`src/rtl/ins_sequencer_pkg.sv`:
```
// Shared definitions for the instruction sequencer: FSM state encoding,
// default widths and the HALT opcode field.
package ins_sequencer_pkg;

    typedef enum logic [2:0] {
        S_IDLE      = 3'd0,
        S_FETCH     = 3'd1,
        S_WAIT_DATA = 3'd2,
        S_ISSUE     = 3'd3,
        S_WAIT_CTRL = 3'd4,
        S_DONE      = 3'd5
    } state_t;

    localparam int DEF_ADDR_W = 10;
    localparam int DEF_INS_W  = 32;

    // Opcode field of an instruction word and the value that ends a run
    localparam int         OP_MSB  = 31;
    localparam int         OP_LSB  = 28;
    localparam logic [3:0] HALT_OP = 4'hF;

    function automatic logic [3:0] opcode_of(input logic [DEF_INS_W-1:0] ins);
        return ins[OP_MSB:OP_LSB];
    endfunction

endpackage

```
`src/rtl/ins_sequencer_if.sv`:
```
// Bus bundle between the sequencer, its instruction BRAM and the compute
// controller. The sequencer is the master; BRAM/controller form the slave.
interface ins_sequencer_if
    import ins_sequencer_pkg::*;
#(
    parameter int ADDR_W = DEF_ADDR_W,
    parameter int INS_W  = DEF_INS_W
) ();

    logic [ADDR_W-1:0] imem_addr;
    logic              imem_en;
    logic [INS_W-1:0]  imem_data;
    logic              ctrl_en;
    logic [INS_W-1:0]  ctrl_ins;
    logic              ctrl_busy;
    logic              ctrl_valid;

    modport master (
        output imem_addr, imem_en, ctrl_en, ctrl_ins,
        input  imem_data, ctrl_busy, ctrl_valid
    );

    modport slave (
        input  imem_addr, imem_en, ctrl_en, ctrl_ins,
        output imem_data, ctrl_busy, ctrl_valid
    );

endinterface

```
`src/rtl/ins_sequencer_timeout_cnt.sv`:
```
// Loadable down-counter guarding the wait for controller completion.
// Loaded with LOAD_VAL when an instruction is issued; expire_o is raised
// in the LOAD_VAL-th counting cycle so the caller can give up at that edge.
module seq_timeout_cnt #(
    parameter int CNT_W    = 10,
    parameter int LOAD_VAL = 1023
) (
    input  logic clk_i,
    input  logic rst_i,
    input  logic load_i,
    input  logic dec_i,
    output logic expire_o
);

    logic [CNT_W-1:0] cnt_q;
    logic [CNT_W-1:0] cnt_d;

    // Next count: reload on issue, otherwise count down while waiting
    always_comb begin
        cnt_d = cnt_q;
        if (load_i) begin
            cnt_d = CNT_W'(LOAD_VAL);
        end else if (dec_i && (cnt_q != '0)) begin
            cnt_d = cnt_q - 1'b1;
        end
    end

    // Counter register
    always_ff @(posedge clk_i) begin
        if (rst_i) begin
            cnt_q <= '0;
        end else begin
            cnt_q <= cnt_d;
        end
    end

    assign expire_o = dec_i && (cnt_q == CNT_W'(1));

endmodule

```
`src/rtl/ins_sequencer.sv`:
```
// Instruction sequencer: fetches a run of instructions from BRAM and hands
// them one at a time to the compute controller, waiting for each to
// complete. Runs end on count, HALT opcode, abort or controller timeout.
module ins_sequencer
    import ins_sequencer_pkg::*;
#(
    parameter int ADDR_W  = DEF_ADDR_W,
    parameter int INS_W   = DEF_INS_W,
    parameter int TIMEOUT = 1023
) (
    input  logic              clk_i,
    input  logic              rst_i,
    input  logic              start_i,
    input  logic              abort_i,
    input  logic [ADDR_W-1:0] base_addr_i,
    input  logic [ADDR_W:0]   num_ins_i,
    output logic              busy_o,
    output logic              done_o,
    output logic              err_o,
    output logic [ADDR_W:0]   issued_cnt_o,
    ins_sequencer_if.master   bus
);

    localparam int CNT_W = $clog2(TIMEOUT + 1);

    state_t            state_q;
    logic [ADDR_W-1:0] ptr_q;
    logic [ADDR_W:0]   num_q;
    logic [ADDR_W:0]   issued_q;
    logic [ADDR_W:0]   issued_inc;
    logic              err_q;
    logic [INS_W-1:0]  ctrl_ins_q;
    logic              issue_fire;
    logic              tmo_expire;

    assign issued_inc = issued_q + 1'b1;

    // Issue happens in the first ISSUE cycle the controller is free,
    // unless the run is being aborted in that same cycle.
    assign issue_fire = (state_q == S_ISSUE) && !bus.ctrl_busy && !abort_i;

    seq_timeout_cnt #(
        .CNT_W    (CNT_W),
        .LOAD_VAL (TIMEOUT)
    ) u_tmo (
        .clk_i    (clk_i),
        .rst_i    (rst_i),
        .load_i   (issue_fire),
        .dec_i    (state_q == S_WAIT_CTRL),
        .expire_o (tmo_expire)
    );

    // Run control FSM; abort overrides every transition out of a busy state
    always_ff @(posedge clk_i) begin
        if (rst_i) begin
            state_q    <= S_IDLE;
            ptr_q      <= '0;
            num_q      <= '0;
            issued_q   <= '0;
            err_q      <= 1'b0;
            ctrl_ins_q <= '0;
        end else if (abort_i && (state_q != S_IDLE)) begin
            state_q <= S_IDLE;
        end else begin
            case (state_q)
                S_IDLE: begin
                    if (start_i) begin
                        ptr_q    <= base_addr_i;
                        num_q    <= num_ins_i;
                        issued_q <= '0;
                        err_q    <= 1'b0;
                        state_q  <= (num_ins_i == '0) ? S_DONE : S_FETCH;
                    end
                end
                S_FETCH: begin
                    state_q <= S_WAIT_DATA;
                end
                S_WAIT_DATA: begin
                    // HALT ends the run without ever reaching the controller
                    if (opcode_of(bus.imem_data) == HALT_OP) begin
                        state_q <= S_DONE;
                    end else begin
                        ctrl_ins_q <= bus.imem_data;
                        state_q    <= S_ISSUE;
                    end
                end
                S_ISSUE: begin
                    if (issue_fire) begin
                        state_q <= S_WAIT_CTRL;
                    end
                end
                S_WAIT_CTRL: begin
                    // Completion beats a timeout landing in the same cycle
                    if (bus.ctrl_valid) begin
                        issued_q <= issued_inc;
                        if (issued_inc == num_q) begin
                            state_q <= S_DONE;
                        end else begin
                            ptr_q   <= ptr_q + 1'b1;
                            state_q <= S_FETCH;
                        end
                    end else if (tmo_expire) begin
                        err_q   <= 1'b1;
                        state_q <= S_DONE;
                    end
                end
                S_DONE: begin
                    state_q <= S_IDLE;
                end
                default: begin
                    state_q <= S_IDLE;
                end
            endcase
        end
    end

    assign busy_o        = (state_q != S_IDLE);
    assign done_o        = (state_q == S_DONE);
    assign err_o         = err_q;
    assign issued_cnt_o  = issued_q;
    assign bus.imem_en   = (state_q == S_FETCH);
    assign bus.imem_addr = ptr_q;
    assign bus.ctrl_en   = issue_fire;
    assign bus.ctrl_ins  = ctrl_ins_q;

endmodule
```
`src/flat_wrapper.sv`:
```
// flat-port wrapper written by rule: the top's interface ports become plain ports
module ins_sequencer_flat import ins_sequencer_pkg::*;
#(
    parameter int ADDR_W  = DEF_ADDR_W,
    parameter int INS_W   = DEF_INS_W,
    parameter int TIMEOUT = 1023
)
  (clk_i, rst_i, start_i, abort_i, base_addr_i, num_ins_i, busy_o, done_o, err_o, issued_cnt_o, bus_imem_addr, bus_imem_en, bus_ctrl_en, bus_ctrl_ins, bus_imem_data, bus_ctrl_busy, bus_ctrl_valid);
  ins_sequencer_if #(.ADDR_W(ADDR_W), .INS_W(INS_W)) bus_i ();
  input  logic clk_i;
  input  logic rst_i;
  input  logic start_i;
  input  logic abort_i;
  input  logic [ADDR_W-1:0] base_addr_i;
  input  logic [ADDR_W:0] num_ins_i;
  output logic busy_o;
  output logic done_o;
  output logic err_o;
  output logic [ADDR_W:0] issued_cnt_o;
  output wire logic [$bits(bus_i.imem_addr)-1:0] bus_imem_addr;
  output wire logic [$bits(bus_i.imem_en)-1:0] bus_imem_en;
  output wire logic [$bits(bus_i.ctrl_en)-1:0] bus_ctrl_en;
  output wire logic [$bits(bus_i.ctrl_ins)-1:0] bus_ctrl_ins;
  input wire logic [$bits(bus_i.imem_data)-1:0] bus_imem_data;
  input wire logic [$bits(bus_i.ctrl_busy)-1:0] bus_ctrl_busy;
  input wire logic [$bits(bus_i.ctrl_valid)-1:0] bus_ctrl_valid;
  assign bus_imem_addr = bus_i.imem_addr;
  assign bus_imem_en = bus_i.imem_en;
  assign bus_ctrl_en = bus_i.ctrl_en;
  assign bus_ctrl_ins = bus_i.ctrl_ins;
  assign bus_i.imem_data = bus_imem_data;
  assign bus_i.ctrl_busy = bus_ctrl_busy;
  assign bus_i.ctrl_valid = bus_ctrl_valid;
  ins_sequencer #(.ADDR_W(ADDR_W), .INS_W(INS_W), .TIMEOUT(TIMEOUT)) u_core (.clk_i(clk_i), .rst_i(rst_i), .start_i(start_i), .abort_i(abort_i), .base_addr_i(base_addr_i), .num_ins_i(num_ins_i), .busy_o(busy_o), .done_o(done_o), .err_o(err_o), .issued_cnt_o(issued_cnt_o), .bus(bus_i));
endmodule
```
`config.mk`:
```
export PLATFORM = sky130hd
export DESIGN_NAME = ins_sequencer_flat
export DESIGN_NICKNAME = d
export VERILOG_FILES = /design/src/rtl/ins_sequencer_pkg.sv /design/src/rtl/ins_sequencer_if.sv /design/src/rtl/ins_sequencer_timeout_cnt.sv /design/src/rtl/ins_sequencer.sv /design/src/flat_wrapper.sv
export SDC_FILE = /design/constraint.sdc
export NUM_CORES = 1
export LEC_CHECK = 0
export CORE_ASPECT_RATIO = 0.6
export CORE_MARGIN = 2
export CORE_UTILIZATION = 51
export DETAILED_ROUTE_END_ITERATION = 7
export GPL_TIMING_DRIVEN = 0
export PLACE_DENSITY_LB_ADDON = 0.05
export SYNTH_ARGS = -nofsm -noshare
export SYNTH_HDL_FRONTEND = slang
export SYNTH_HIERARCHICAL = 1
export SYNTH_SLANG_ARGS = --single-unit
```
`constraint.sdc`:
```
create_clock -name clk_i -period 4.5 [get_ports clk_i]
set_clock_uncertainty 0.2 [all_clocks]
set_input_delay 0.45 -clock clk_i [delete_from_list [all_inputs] [get_ports clk_i]]
set_output_delay 0.45 -clock clk_i [all_outputs]
set_load 0.02 [all_outputs]
```
Yosys cells after proc, flatten, opt, wreduce, memory -nomap -nowiden
Cells that the tools add are included.

operators by class
  mux-type cells = 21
  equality and inequality tests = 15
  add/subtract/negate cells = 3
  reductions and logical operators = 20
  bitwise logic cells = 2

operator list
  operator               count
  $mux 10                5
  $mux 11                2
  $pmux 11 s2            1
  $mux 3                 7
  $pmux 10 s2            1
  $pmux 3 s5             1
  $add 11x1->11 const B  1
  $eq 11x11->1           1
  $logic_not 11->1       1
  $add 10x1->10 const B  1
  $eq 10x1->1 const B    1
  $ne 2x2->1 const B     5
  $reduce_and 5->1       2
  $reduce_bool 10->1     1
  $sub 10x1->10 const B  1
  $reduce_and 3->1       3
  $eq 3x2->1 const B     2
  $eq 3x3->1 const B     2
  $logic_and 1x1->1      5
  $eq 4x4->1 const B     1
  $reduce_and 4->1       1
  $reduce_bool 2->1      2
  $eq 3x1->1 const B     1
  $logic_not 3->1        1
  8 further kinds        12

storage, ports and cells
  bits of input ports = 59
  logic and storage cells = 68
  output and inout bits = 58
  register bits after elaboration = 78

Depth between registers and ports, before layout
  word-level depth = 5
  depth in mapped cells = 11
  mapped depth without buffers = 10

By module
Netlist, hierarchy kept.

modules (own cells, without submodules)
  module           cells an instance  area an instance (um2)  sequential area each (um2)  times used
  ins_sequencer    437                3243.1                  1361.3                      1
  seq_timeout_cnt  63                 543.0                   200.2                       1

Worst setup path before layout
OpenSTA, ideal clock, no wires.

  kind = register to register
  from = register u_core.issued_q[0], in the netlist u_core/issued_cnt_o[0]
  to = register u_core.ptr_q[8], in the netlist u_core/bus.imem_addr[8]
  slack = 1.802 ns
  data required time = 4.230 ns
  cell stages (with the launch flop) = 8
  library setup time = 0.070 ns
  clock period less this slack = 2.698 ns
  buffers on the path = 0
  data arrival time = 2.428 ns
  path through = dfxtp_1 ha_1 nand3_2 or4_1 and4_4 and4_4 or4_1 a21oi_1

between the ends
  longest elaborated chain between the ends = 4

RTL lines
  what                        RTL line             source
  start: declaration          ins_sequencer.sv:29  logic [ADDR_W:0] issued_q;
  start signal: assignment    ins_sequencer.sv:95  issued_q <= issued_inc;
  $add 11x1->11               ins_sequencer.sv:36  assign issued_inc = issued_q + 1'b1;
  $eq 11x11->1                ins_sequencer.sv:96  if (issued_inc == num_q) begin
  $ne 2x2->1 (no line)        --
  $reduce_and 5->1 (no line)  --
  end signal: assignment      ins_sequencer.sv:68  ptr_q <= base_addr_i;
  end signal: assignment      ins_sequencer.sv:99  ptr_q <= ptr_q + 1'b1;
  end: declaration            ins_sequencer.sv:27  logic [ADDR_W-1:0] ptr_q;

No other way between the ends.
A chain may end at the register's enable or synchronous reset.

Final worst setup path
  from = input port abort_i
  to = output port bus_ctrl_en

between the ends
  longest elaborated chain between the ends = 2

RTL lines
  what                RTL line             source
  start: declaration  flat_wrapper.sv:13   input logic abort_i;
  $logic_not 1->1     ins_sequencer.sv:40  assign issue_fire = (state_q == S_ISSUE) && !bus.ctrl_busy && !abort_i;
  $logic_and 1x1->1   ins_sequencer.sv:40
  end: declaration    flat_wrapper.sv:22   output wire logic [$bits(bus_i.ctrl_en)-1:0] bus_ctrl_en;

No other way between the ends.

==> results.toml <==
[layout]
diodes = 0
area_growth_pct = 41.5
final_common_cell = "clkdlybuf4s50_1"
layout_common_cells = "115 x clkdlybuf4s50_1, 114 x nand2_1, 83 x a21oi_1"
final_nets = 689
drive_gt1_share_pct = 4.13

[clock_network]
cts_hold_buf = 0
clk-insertion-delay-late_ns = 0.33
cts.sinks = 78
clkTransAtPathRegs_ns = 0.06
numCtsBuffers = 9
ctsLongestPathBuffers = 2
tritoncts = "built"
cts-root-buf = "clkbuf_16"
cts_resized = 0
post_cts_buffers = 0
h-tree-depth = 3

[floorplanning]
die_area_um2 = 8150
initial_core_util_pct = 52.3
dieWidth_um = 115
num_io_pins = 117
core_area_um2 = 7240
die_h_um = 70.7
fp-row-count = 24

[detailed_routing]
via_count = 4123
drtIter0Drc = 485
drcViolationCount = 0
ant_nets = 0
vias_per_cell = 5.62
finalWirelength_um = 11400
post_drt_wl_per_cell_um = 15.5
drtPass1Iterations = 5

[synth]
ys_types = 58
seq_area_frac_synth_pct = 41.2
syn_avg_cell_area_um2 = 7.57
synth_warnings = 6
synth-edff-count = 0
syn_nets = 563
yosys_most_used_dff = "dfxtp_1"
syn_inst = 500
synth_area_um2 = 3790
async_reset_ff_share_pct = 0
synth-seq-cells = 78

[worst_setup_path]
critical_path_class = "input port to primary output"
worstPathMaxFanout = 7
r2r_setup_slack_ns = 1.26
cp-end-kind = "primary output"
arrival_ns = 2.60
crit_required_ns = 3.85
startpoint_type = "input port"

[timing]
hold_viol_final = 0
finalSetupTns_ns = 0
max_freq_ghz = 0.307
postLayoutSetupSlackWorst_ns = 1.25
final-setup-viol-count = 0
rsz0062_at_grt = "false"
maxSlewViolCount = 0
slew_headroom_pct = 36.4
whs_ns = 0.255
worst_pin_slew_ns = 0.941
fin_crit_ns = 3.25
finalCritPeriodShare_pct = 72.3

[power]
peakVddDrop_uv = 230
p_clk_share_pct = 39.8
intPower_mw = 1.31
comb_power_share_pct = 17.7
netSwitchingFraction_pct = 26.2
power_frac_seq_pct = 42.5
power.switching_uw = 465
power_density_nw_per_um2 = 330
p_leak_nw = 1.87

[global_route]
antenna_found_initial = 0
grt.overflow.total = 0
grt_max_degree = 15
grt.total_usage_pct = 28.1
grt_pass1_vias = 3926
grt_pass1_wl_um = 18400

[placed_design]
dp_hpwl_um = 8340
routabilityCongestion = 0.955
portBuffers = 115
pre_cts_slack_ns = 1.28

[min_path]
hold_class = "flop to flop"

[status]
status = "completed"

[flow_run]
drv_cap = 0
through the flow:
step | cells | power (mW) | cell area, µm² | utilization [%]
2_1_floorplan | 500 | 0.928 | 3790 | -
3_3_place_gp | 719 | 1.07 | 5070 | 70.0
3_5_place_dp | 719 | 1.07 | 5070 | 70.0
4_1_cts | 734 | 1.78 | 5360 | 74.0
5_1_grt | 734 | 1.84 | 5360 | 74.0
6_report | 734 | 1.77 | 5360 | 74.0
power groups by stage:
stage	Sequential [mW]	Clock [mW]	Combinational, mW
CTS	0.752	0.718	0.310
global placement	0.766	0	0.300
floorplan	0.782	0	0.146
detailed placement	0.767	0	0.306
global route	0.757	0.742	0.340
finish	0.753	0.704	0.314
routing by layer:
| metal | vias to the layer above | part of all wire (%) | GRT usage, % |
|---|---|---|---|
| met5 | - | 0 | 0 |
| met4 | 0 | 1.4 | 7.90 |
| met3 | 19 | 12 | 9.43 |
| met2 | 229 | 44 | 44.6 |
| met1 | 1854 | 43 | 37.0 |
| li1 | 2021 | - | - |
cell usage after synthesis (2+ instances only):
| cell type | count | area [µm²] |
|---|---|---|
| dfxtp_1 | 78 | 1560 |
| xnor2_1 | 11 | 96.3 |
| nor3_1 | 15 | 75.1 |
| o21ai_0 | 18 | 90.1 |
| nand3_2 | 2 | 20.0 |
| or3_1 | 8 | 50.1 |
| o31ai_1 | 2 | 15.0 |
| a31oi_1 | 2 | 12.5 |
| buf_2 | 2 | 10.0 |
| a211oi_1 | 4 | 30.0 |
| ha_1 | 4 | 50.1 |
| a21oi_1 | 83 | 415 |
| xor2_1 | 8 | 70.1 |
| o32ai_1 | 3 | 26.3 |
| and3_1 | 4 | 25.0 |
| nand2_1 | 114 | 428 |
| o21ai_1 | 8 | 40.0 |
| and2_1 | 2 | 12.5 |
| and4_4 | 2 | 22.5 |
| nor2_1 | 29 | 109 |
| a21o_1 | 2 | 15.0 |
| nor4_1 | 6 | 37.5 |
| or4_1 | 6 | 45.0 |
| nand3_1 | 11 | 55.1 |
| inv_1 | 8 | 30.0 |
| nor3b_1 | 4 | 30.0 |
| clkbuf_1 | 24 | 90.1 |
| a31o_1 | 2 | 17.5 |
| nand2b_1 | 5 | 31.3 |
| nand4_1 | 4 | 25.0 |
| buf_1 | 2 | 7.51 |
cell families after synthesis:
group | Yosys count | synth area share (%)
compound gates | 137 | 20.6
fa+ha+maj | 4 | 1.32
buf+inv | 37 | 3.83
flops | 78 | 41.2
xor+xnor | 19 | 4.40
simple gates | 223 | 28.1
mux | 2 | 0.562
path summary, 6_finish.rpt:
path / start / end / cells past startpoint
max: abort_i / bus_ctrl_en / 3
min: u_core/bus.ctrl_ins[31] / u_core/bus.ctrl_ins[31] / 2
max reg2reg: u_core/state_q[0] / u_core/u_tmo/cnt_q[7] / 8
min reg2reg: u_core/bus.ctrl_ins[31] / u_core/bus.ctrl_ins[31] / 2
final cells by class:
type / count / area, µm²
buffer: 29 / 115
clock buffer: 11 / 243
clock inverter: 4 / 47.5
multi-input combinational: 385 / 2080
timing repair buffer: 115 / 1150
inverter: 8 / 30.0
fill: 575 / 1880
tap: 104 / 130
sequential: 78 / 1560
worst max-delay path, stage by stage:
cell and delay [ns]:
clkdlybuf4s50_1 0.52, nor4b_1 0.87, clkdlybuf4s50_1 0.76
flip-flops by register name, summed over array words and instances (netlist names):
name,count
u_core/bus.ctrl_ins,32
u_core/bus.imem_addr,10
u_core/err_o,1
u_core/issued_cnt_o,11
u_core/num_q,11
u_core/state_q,3
u_core/u_tmo/cnt_q,10
Note: power is estimated with default switching activity, not from simulation.
